$ cat src/rtl/serial_subtractor_n.sv
`default_nettype none
// ============================================================================
//  Module      : serial_subtractor_n
//  Description : Bit-serial WIDTH-bit subtractor computing
//                diff = a - b - borrow_in, one bit per clock, LSB first.
//                It uses a single full-subtractor cell and a borrow flip-flop,
//                with a start/done handshake.
//                Optional macro SUB_OVERFLOW_FLAG_EN adds a signed-overflow
//                output (o_overflow).
//  Revision    : 1.0  initial release
// ============================================================================
module serial_subtractor_n #(
    parameter int WIDTH = 8
) (
    input  logic             clk,
    input  logic             reset_n,
    input  logic             i_start,
    input  logic [WIDTH-1:0] i_a,
    input  logic [WIDTH-1:0] i_b,
    input  logic             i_borrow_in,
    output logic             o_busy,
    output logic             o_done,
    output logic [WIDTH-1:0] o_diff,
    output logic             o_borrow_out,
    output logic             o_zero
`ifdef SUB_OVERFLOW_FLAG_EN
    ,
    output logic             o_overflow
`endif
);

    localparam int            CW     = $clog2(WIDTH);
    localparam logic [CW-1:0] c_LAST = CW'(WIDTH - 1);

    typedef enum logic [1:0] {
        S_IDLE = 2'd0,
        S_RUN  = 2'd1,
        S_DONE = 2'd2
    } state_t;

    state_t           r_state;
    state_t           w_next_state;
    logic             w_accept;

    // r_a doubles as the result shift register: each computed bit enters at
    // the MSB as the consumed minuend bit leaves at the LSB.
    logic [WIDTH-1:0] r_a;
    logic [WIDTH-1:0] r_b;
    logic             r_br;
    logic [CW-1:0]    r_count;

    logic             w_d;
    logic             w_br_next;
    logic             w_last;
    logic [WIDTH-1:0] w_diff_final;

`ifdef SUB_OVERFLOW_FLAG_EN
    logic             r_a_msb;
    logic             r_b_msb;
`endif

    // Full-subtractor cell on the current LSBs plus the stored borrow
    always_comb begin
        w_d          = r_a[0] ^ r_b[0] ^ r_br;
        w_br_next    = (~r_a[0] & r_b[0]) | (~(r_a[0] ^ r_b[0]) & r_br);
        w_last       = (r_state == S_RUN) && (r_count == c_LAST);
        w_diff_final = {w_d, r_a[WIDTH-1:1]};
    end

    // State register
    always_ff @(posedge clk) begin
        if (!reset_n) begin
            r_state <= S_IDLE;
        end else begin
            r_state <= w_next_state;
        end
    end

    // Next-state logic, start acceptance and handshake outputs
    always_comb begin
        w_next_state = r_state;
        w_accept     = 1'b0;
        o_busy       = (r_state == S_RUN);
        o_done       = (r_state == S_DONE);
        case (r_state)
            S_IDLE: begin
                if (i_start) begin
                    w_accept     = 1'b1;
                    w_next_state = S_RUN;
                end
            end
            S_RUN: begin
                if (r_count == c_LAST) begin
                    w_next_state = S_DONE;
                end
            end
            S_DONE: begin
                // Back-to-back: a start in the done cycle goes straight to RUN
                if (i_start) begin
                    w_accept     = 1'b1;
                    w_next_state = S_RUN;
                end else begin
                    w_next_state = S_IDLE;
                end
            end
            default: begin
                w_next_state = S_IDLE;
            end
        endcase
    end

    // Operand capture, bit-serial shifting and result publication
    always_ff @(posedge clk) begin
        if (!reset_n) begin
            r_a          <= '0;
            r_b          <= '0;
            r_br         <= 1'b0;
            r_count      <= '0;
            o_diff       <= '0;
            o_borrow_out <= 1'b0;
            o_zero       <= 1'b0;
`ifdef SUB_OVERFLOW_FLAG_EN
            r_a_msb      <= 1'b0;
            r_b_msb      <= 1'b0;
            o_overflow   <= 1'b0;
`endif
        end else if (w_accept) begin
            r_a     <= i_a;
            r_b     <= i_b;
            r_br    <= i_borrow_in;
            r_count <= '0;
`ifdef SUB_OVERFLOW_FLAG_EN
            // The operand MSBs are shifted away, so keep copies for overflow
            r_a_msb <= i_a[WIDTH-1];
            r_b_msb <= i_b[WIDTH-1];
`endif
        end else if (r_state == S_RUN) begin
            r_a     <= w_diff_final;
            r_b     <= {1'b0, r_b[WIDTH-1:1]};
            r_br    <= w_br_next;
            r_count <= r_count + CW'(1);
            // Outputs change only on the final bit, so partial results stay hidden
            if (w_last) begin
                o_diff       <= w_diff_final;
                o_borrow_out <= w_br_next;
                o_zero       <= (w_diff_final == '0);
`ifdef SUB_OVERFLOW_FLAG_EN
                o_overflow   <= (r_a_msb ^ r_b_msb) & (r_a_msb ^ w_d);
`endif
            end
        end
    end

endmodule
`default_nettype wire

$ cat config.mk
export PLATFORM = sky130hd
export DESIGN_NAME = serial_subtractor_n
export DESIGN_NICKNAME = d
export VERILOG_FILES = /design/src/rtl/serial_subtractor_n.sv
export SDC_FILE = /design/constraint.sdc
export NUM_CORES = 1
export LEC_CHECK = 0
export BUFFER_PORTS_ARGS = -buffer_cell sky130_fd_sc_hd__buf_4
export CAP_MARGIN = 0
export CORE_UTILIZATION = 52
export CTS_BUF_LIST = sky130_fd_sc_hd__clkbuf_16
export DETAILED_ROUTE_END_ITERATION = 6
export PLACE_DENSITY = 0.82
export SLEW_MARGIN = 20
export SYNTH_ARGS = -nofsm -noshare
export SYNTH_HDL_FRONTEND = slang
export SYNTH_SLANG_ARGS = --single-unit
$ cat constraint.sdc
create_clock -name clk -period 1.4 [get_ports clk]
set_input_delay 0.28 -clock clk [delete_from_list [all_inputs] [get_ports clk]]
set_output_delay 0.28 -clock clk [all_outputs]
set_load 0.02 [all_outputs]
==> results of run 1 <==
[critical path, delay by kind of cell (launching register included)]
family | cells | cell delay (ps)
AND/OR/NAND/NOR | 3 | 410
flip-flops | 1 | 330
adder cells (fa/ha/maj) | 1 | 500
buffers and inverters | 1 | 40
[worst max-delay path by stage]
stage / startpoint / to / slack (ps) / cells past startpoint
after floorplan: r_count[0] / o_borrow_out / 70 / 5
after global placement: r_count[0] / o_borrow_out / 80 / 5
after detailed placement: r_count[0] / o_borrow_out / 6 / 5
after CTS: r_count[0] / o_borrow_out / 0.4 / 5
after global routing: r_br / o_zero / -30 / 5
final: r_br / o_zero / 70 / 5
[flip-flops by register name, summed over array words and instances (netlist names)]
name / flops
r_count: 3
r_b: 8
r_a: 8
o_diff: 8
r_br: 1
o_borrow_out: 1
o_zero: 1
r_state: 2
[kinds of logic after synthesis]
kind of cell,count (synthesis)
AOI/OAI and AO/OA,43
and+or+nand+nor,64
DFF,32
buffers and inverters,14
xor gates and xnor gates,1
adders and majority gates,3
[metrics by stage]
stage                     setup slack [ps]  power [W]  setup TNS, ps
after floorplan                      74.70   0.001182              0
after global placement               76.17   0.001255              0
after detailed placement             6.301   0.001266              0
after CTS                           0.4247   0.002259              0
after global routing                -32.00   0.002356         -32.00
final                                69.92   0.002262              0
[cells in the mapped netlist, types with 2 or more instances]
cell	n
nand2_1	40
dfxtp_1	32
a21boi_1	15
o21ai_1	9
a31oi_1	8
nand3_1	8
a22oi_1	5
clkbuf_1	4
buf_2	3
nor2_1	3
a21oi_1	2
and2_1	2
buf_4	2
buf_6	2
ha_1	2
inv_1	2
nor2b_1	2
nor3_1	2
nor4_1	2
o221ai_2	2
[power by group]
part           leakage, nW  switching, W  internal (W)
registers            0.263     0.0000428      0.000962
clock network       0.0738      0.000352      0.000637
logic                0.392      0.000135      0.000132
[layout make-up]
cell class	count	area share
clock inverter	3	0.006365
inverter	3	0.009194
multi-input combinational	111	0.3685
sequential	32	0.3642
tap	30	0.02122
timing repair buffer	36	0.1598
clock buffer	5	0.07072
[layer usage]
layer / routed length, um / part of all wire / vias to the layer above / global-route usage
met2: 1444 / 0.49 / 33 / 0.3875
met5: 0 / 0 / - / 0
met4: 23 / 0.0078 / 0 / 0.07895
met3: 140 / 0.048 / 4 / 0.08621
li1: - / - / 609 / -
met1: 1330 / 0.45 / 604 / 0.2892
[timing repair]
item,in CTS,in global routing
setup buffers,1,2
setup endpoints to repair,1,10
pin swaps,0,4
gates resized for setup,2,5
==> key figures, run 1 <==
Final layout
  – Post-synthesis to final-layout area growth: 29.49%
  – Non-filler cells, final: 220
  – Number of fillers in the final layout: 197
  – Area of the multi-input gates: 651.9 um^2
  – Reg area: 644.4 um^2
  – Fraction of final layout cells with drive strength greater than 1: 0.2684
  – Final-stage net count: 212
  – Leading cell types in the layout, fill and taps excluded: nand2_1, buf_4, dfxtp_1
  – Most common cell after layout, fill and taps aside: nand2_1
  – Diode insertion count for antenna repair: 0
  – Final std cell area, no fill: 1769 um^2
  – Utilization after layout: 0.7141

Detailed routing
  – Via-to-Cell Ratio: 5.682
  – Number of search-and-repair iterations in the first detailed-routing pass: 4
  – WL/cell: 13.36 um
  – Number of antenna-violating nets in the routed design: 0
  – Drt drc: 0
  – Drt total wl: 2.939 mm
  – Vias: 1,250
  – Detailed Route Iter0 Violations: 39

Floorplan
  – Area enclosed by the die boundary: 2837 um^2
  – Io pins: 32
  – Number of standard-cell rows in the floorplan: 18
  – Initial core utilization: 0.5515
  – Die Span Y: 53.26 um
  – Overall die width: 53.26 um
  – Placeable Area: 2477 um^2

Setup path
  – Slowest cell on the critical path: fa_1
  – Startpoint of the most critical register-to-register path: r_br
  – Sequence of cells on the critical path: inv_2 -> fa_1 -> nor4_2 -> nand4_1 -> nand2_1
  – Sort of element at the end of the critical path: flop
  – Worst Path Required: 1620 ps
  – Count of cells along the worst register-to-register path: 5
  – Critical Path Source Type: flop
  – Setup slack of the most critical reg-to-reg path: 70 ps
  – Type of the worst setup path: flop to flop
  – Worst endpoint data arrival time: 1550 ps
  – Highest net fanout along the worst path: 3
  – CP peak stage delay: 500 ps
  – Endpoint of the worst-slack reg-to-reg timing path: o_zero

Logic synthesis
  – Simple-gate share of the synthesized area: 0.2097
  – Compound-gate portion of the synthesized area: 0.2225
  – Area share of the leading cell type in the synthesized netlist: 0.4689
  – Yosys Warn Count: 0
  – Post-synthesis mux area share: 0
  – Synthesized net count: 180
  – Post-synthesis async set-or-reset flop share: 0
  – Number of enable flip-flop cells after synthesis: 0
  – Mapped cell area: 1366 um^2
  – Fraction of the mapped netlist area in adder cells: 0.03297
  – Gate count after technology mapping: 157
  – Synth unique cells: 30
  – Biggest area contributors in the synthesized netlist: dfxtp_1, nand2_1, a21boi_1
  – Share of the synthesized netlist area taken by xor and xnor gates: 0.006410
  – Combinational family with the most area after synthesis: compound AO/OA/AOI/OAI gates
  – Flip-flop and latch count after synthesis: 32
  – Sequential-to-total area share from yosys stat: 0.4689
  – Most area-hungry cell type in the Yosys netlist: dfxtp_1
  – Ys flop type: dfxtp_1
  – Avg Synthesized Cell Area: 8.703 um^2

Placed design
  – Area after detailed placement: 1597 um^2
  – Placed Instances: 209
  – Post-DP HPWL: 1.893 mm
  – Number of port buffers: 31
  – Last weighted congestion value of the routability-driven placer: 0.8475

Worst hold path
  – Hold-critical path endpoint: r_b[7]
  – Hold WC Path Type: input port to flop
  – Hold Path Origin: i_b[7]
  – Worst hold path stage count: 3

Pwr
  – Power density relative to cell area: 1279 nW/um^2
  – Leakage power: 0.7290 nW
  – VDD IR-drop max: 1065 uV

STA
  – Worst hold slack across all endpoints: 258.3 ps
  – Unrepaired setup endpoints after global routing: true
  – Slew Limit Fails: 0
  – Transition time at the pin with the least slew margin: 703.2 ps
  – Share of the clock period used by the worst path: 0.9501
  – Final Skew: 1.326 ps
  – Fin. Hold Viols: 0
  – Relative slew slack: 0.5303
  – Min cycle time layout: 1330 ps
  – Fmax: 751.8 MHz
  – Final setup violating endpoints: 0

Clock tree
  – Source-to-sink clock delay at the later pin of the worst-skew pair: 270 ps
  – Clock Root Buffer: clkbuf_16
  – TritonCTS clock tree: yes
  – # clock sinks: 32
  – Reg clk slew, reported paths: 50 ps
  – H-tree depth: 2
  – Number of hold buffers added after CTS: 0
  – Worst-case clock buffer depth: 2
  – Clock buffer count from CTS: 5

Global routing
  – Via count of the first global-routing pass: 1,077
  – First-pass GRT wire length: 4.740 mm
  – Initial antenna violation count: 0
  – Largest net degree at the start of global routing: 32
  – Total global routing overflow: 0
  – Total global-route track usage: 0.2390

Status
  – Status: complete, no violations

Job
  – Max Cap Violations: 0
No activity file was read; power rests on OpenSTA's default activity.
==> run 2: changes to the inputs <==
- CORE_UTILIZATION: 52 -> 47
- PLACE_DENSITY: 0.82 -> 0.74
- RECOVER_POWER: unset -> 50
- clock period: 1.4 -> 1.2 ns (I/O delays scaled with it)
==> run 2 against run 1 <==
Total power increased by 21%. Register-to-register slack worse by 170 ps. Sequential power grew 17%. Sequential share of layout area is 2.0 points lower. Design area rose by 7.0%. Worst setup slack got worse by 170 ps. Non-clock buffer count grew 5. Fmax is 2.1% higher. Clock power is 20% higher. The flow now finishes with violations (negative setup slack). Cell count increased by 3.2%.
==> key figures, run 2 (same netlist as run 1, synthesis figures left out) <==
Setup path
  – Buffer and inverter count on the worst path: 1
  – Worst Path Required: 1410 ps
  – Highest net fanout along the worst path: 3
  – Critical Path Stages: 4
  – Critical Path Source Type: flop
  – Slowest cell on the critical path: fa_2
  – Setup slack of the most critical reg-to-reg path: -100 ps
  – Count of cells along the worst register-to-register path: 4
  – Sort of element at the end of the critical path: flop
  – Cell family with the largest share of critical-path delay: adder cells
  – Worst endpoint data arrival time: 1510 ps
  – Sequence of cells on the critical path: fa_2 -> buf_6 -> nand2_2 -> a31oi_1
  – CP peak stage delay: 620 ps
  – Type of the worst setup path: flop to flop

Detailed routing
  – Drt total wl: 3.441 mm
  – Drt drc: 0
  – Number of search-and-repair iterations in the first detailed-routing pass: 4
  – Detailed Route Iter0 Violations: 48
  – Vias: 1,291
  – Via-to-Cell Ratio: 5.687
  – Number of antenna-violating nets in the routed design: 0
  – WL/cell: 15.16 um

Pwr
  – Leakage power: 0.7318 nW
  – Clock network power share: 0.433
  – Fraction of power spent switching nets: 0.2460
  – Gate power share: 0.136
  – VDD IR-drop max: 1347 uV
  – Power density relative to cell area: 1449 nW/um^2
  – Net switching power figure: 0.0006745 W
  – Internal Power: 0.002068 W
  – Portion of total power attributed to sequential cells: 0.431

Clock tree
  – Worst-case clock buffer depth: 2
  – Clock Root Buffer: clkbuf_16
  – Reg clk slew, reported paths: 50 ps
  – Clock buffer count from CTS: 5
  – Source-to-sink clock delay at the later pin of the worst-skew pair: 280 ps
  – # clock sinks: 32
  – H-tree depth: 2
  – TritonCTS clock tree: yes

Final layout
  – Largest regs: o_diff (8), r_a (8), r_b (8)
  – Final-stage net count: 218
  – Number of fillers in the final layout: 241
  – Most common cell after layout, fill and taps aside: nand2_1
  – Post-synthesis to final-layout area growth: 38.55%
  – Leading cell types in the layout, fill and taps excluded: nand2_1, dfxtp_1, buf_4
  – Fraction of final layout cells with drive strength greater than 1: 0.3316
  – Diode insertion count for antenna repair: 0
  – Non-filler cells, final: 227
  – Final std cell area, no fill: 1893 um^2

Worst hold path
  – Hold WC Path Type: input port to flop
  – Worst hold path stage count: 3

Global routing
  – Total global-route track usage: 0.2308
  – Total global routing overflow: 0
  – Initial antenna violation count: 0
  – First-pass GRT wire length: 5.409 mm
  – Via count of the first global-routing pass: 1,187
  – Largest net degree at the start of global routing: 32

STA
  – Final Skew: 5.023 ps
  – Slew Limit Fails: 0
  – Fmax: 767.9 MHz
  – Setup Total Neg Slack: -208.8 ps
  – Unrepaired setup endpoints after global routing: true
  – Fin. Hold Viols: 0
  – Transition time at the pin with the least slew margin: 294.4 ps
  – Worst hold slack across all endpoints: 215.8 ps
  – Final worst setup slack: -102.3 ps
  – Final setup violating endpoints: 5
  – Min cycle time layout: 1302 ps
  – Relative slew slack: 0.8033
  – Share of the clock period used by the worst path: 1.085

Placed design
  – Area after detailed placement: 1640 um^2
  – Number of port buffers: 31
  – Placed Instances: 212
  – Last weighted congestion value of the routability-driven placer: 0.7526
  – Post-DP HPWL: 2.068 mm

Floorplan
  – Overall die width: 55.92 um
  – Io pins: 32
  – Area enclosed by the die boundary: 3126 um^2
  – Die Span Y: 55.92 um
  – Initial core utilization: 0.4955
  – Number of standard-cell rows in the floorplan: 19
  – Placeable Area: 2758 um^2

Job
  – Max Cap Violations: 0

Status
  – Failing checks: negative setup slack
  – Status: finished with violations
==> run 2: cell count changes in the layout (fill, tap and decap cells not counted), moves of 3 or more <==
cell,change
dfxtp_2,+3
dfxtp_1,-4
clkbuf_1,+10
buf_6,+5
nand2_1,-5
buf_4,-12
nand2_2,+5
==> run 2: worst reg2reg max path: cells and delay by family (launching register included) <==
kind	cells	cell delay, ps
and+or+nand+nor	1	30
DFF	1	330
buffers and inverters	1	110
adders and majority gates	1	620
AOI/OAI and AO/OA	1	140
==> run 2: cell type report <==
class	count	area [um^2]	share of cell area
multi-input combinational	112	732.0	0.3866
clock buffer	5	125.1	0.06609
tap	31	38.79	0.02049
clock inverter	3	15.01	0.007931
inverter	3	16.27	0.008592
timing repair buffer	41	314.1	0.1659
sequential	32	651.9	0.3443
==> run 2: path summary, 6_finish.rpt <==
| check | endpoint | start |
|---|---|---|
| worst max-delay path | r_a[7] | r_a[0] |
| worst min-delay path | r_b[7] | i_b[7] |
| worst max register to register | r_a[7] | r_a[0] |
| worst min register to register | o_diff[1] | o_diff[1] |
==> run 2: what timing repair did <==
action,in CTS,in global routing
gates resized for setup,12,18
setup buffers,2,3
endpoints found under the hold margin,0,0
pin swaps,0,12
setup endpoints to repair,20,23
hold buffers,0,0
cloned,1,1
==> run 2: metal layers <==
| layer | track usage | share of wire | vias to the layer above |
|---|---|---|---|
| met5 | 0 | 0 | - |
| met4 | 0.1254 | 0.031 | 0 |
| met3 | 0.08372 | 0.051 | 9 |
| met2 | 0.3701 | 0.50 | 44 |
| met1 | 0.2684 | 0.42 | 615 |
| li1 | - | - | 623 |
==> run 2: power by group through the flow <==
stage               clock network [W]  registers [W]  logic [W]
detailed placement                  0        0.00119   0.000293
floorplan                           0        0.00118   0.000205
CTS                           0.00121        0.00118   0.000322
global route                  0.00125        0.00119   0.000404
global placement                    0        0.00119   0.000284
finish                        0.00119        0.00118   0.000373
==> run 2: stage by stage <==
| step | setup WS [ps] | total power (W) | utilization |
|---|---|---|---|
| final | -102.3 | 0.002742 | 0.6865 |
| after global routing | -143.1 | 0.002844 | 0.6865 |
| after CTS | -98.35 | 0.002705 | 0.6683 |
| after detailed placement | -138.8 | 0.001485 | 0.5948 |
| after global placement | -76.27 | 0.001471 | 0.5948 |
| after floorplan | -38.16 | 0.001382 | - |
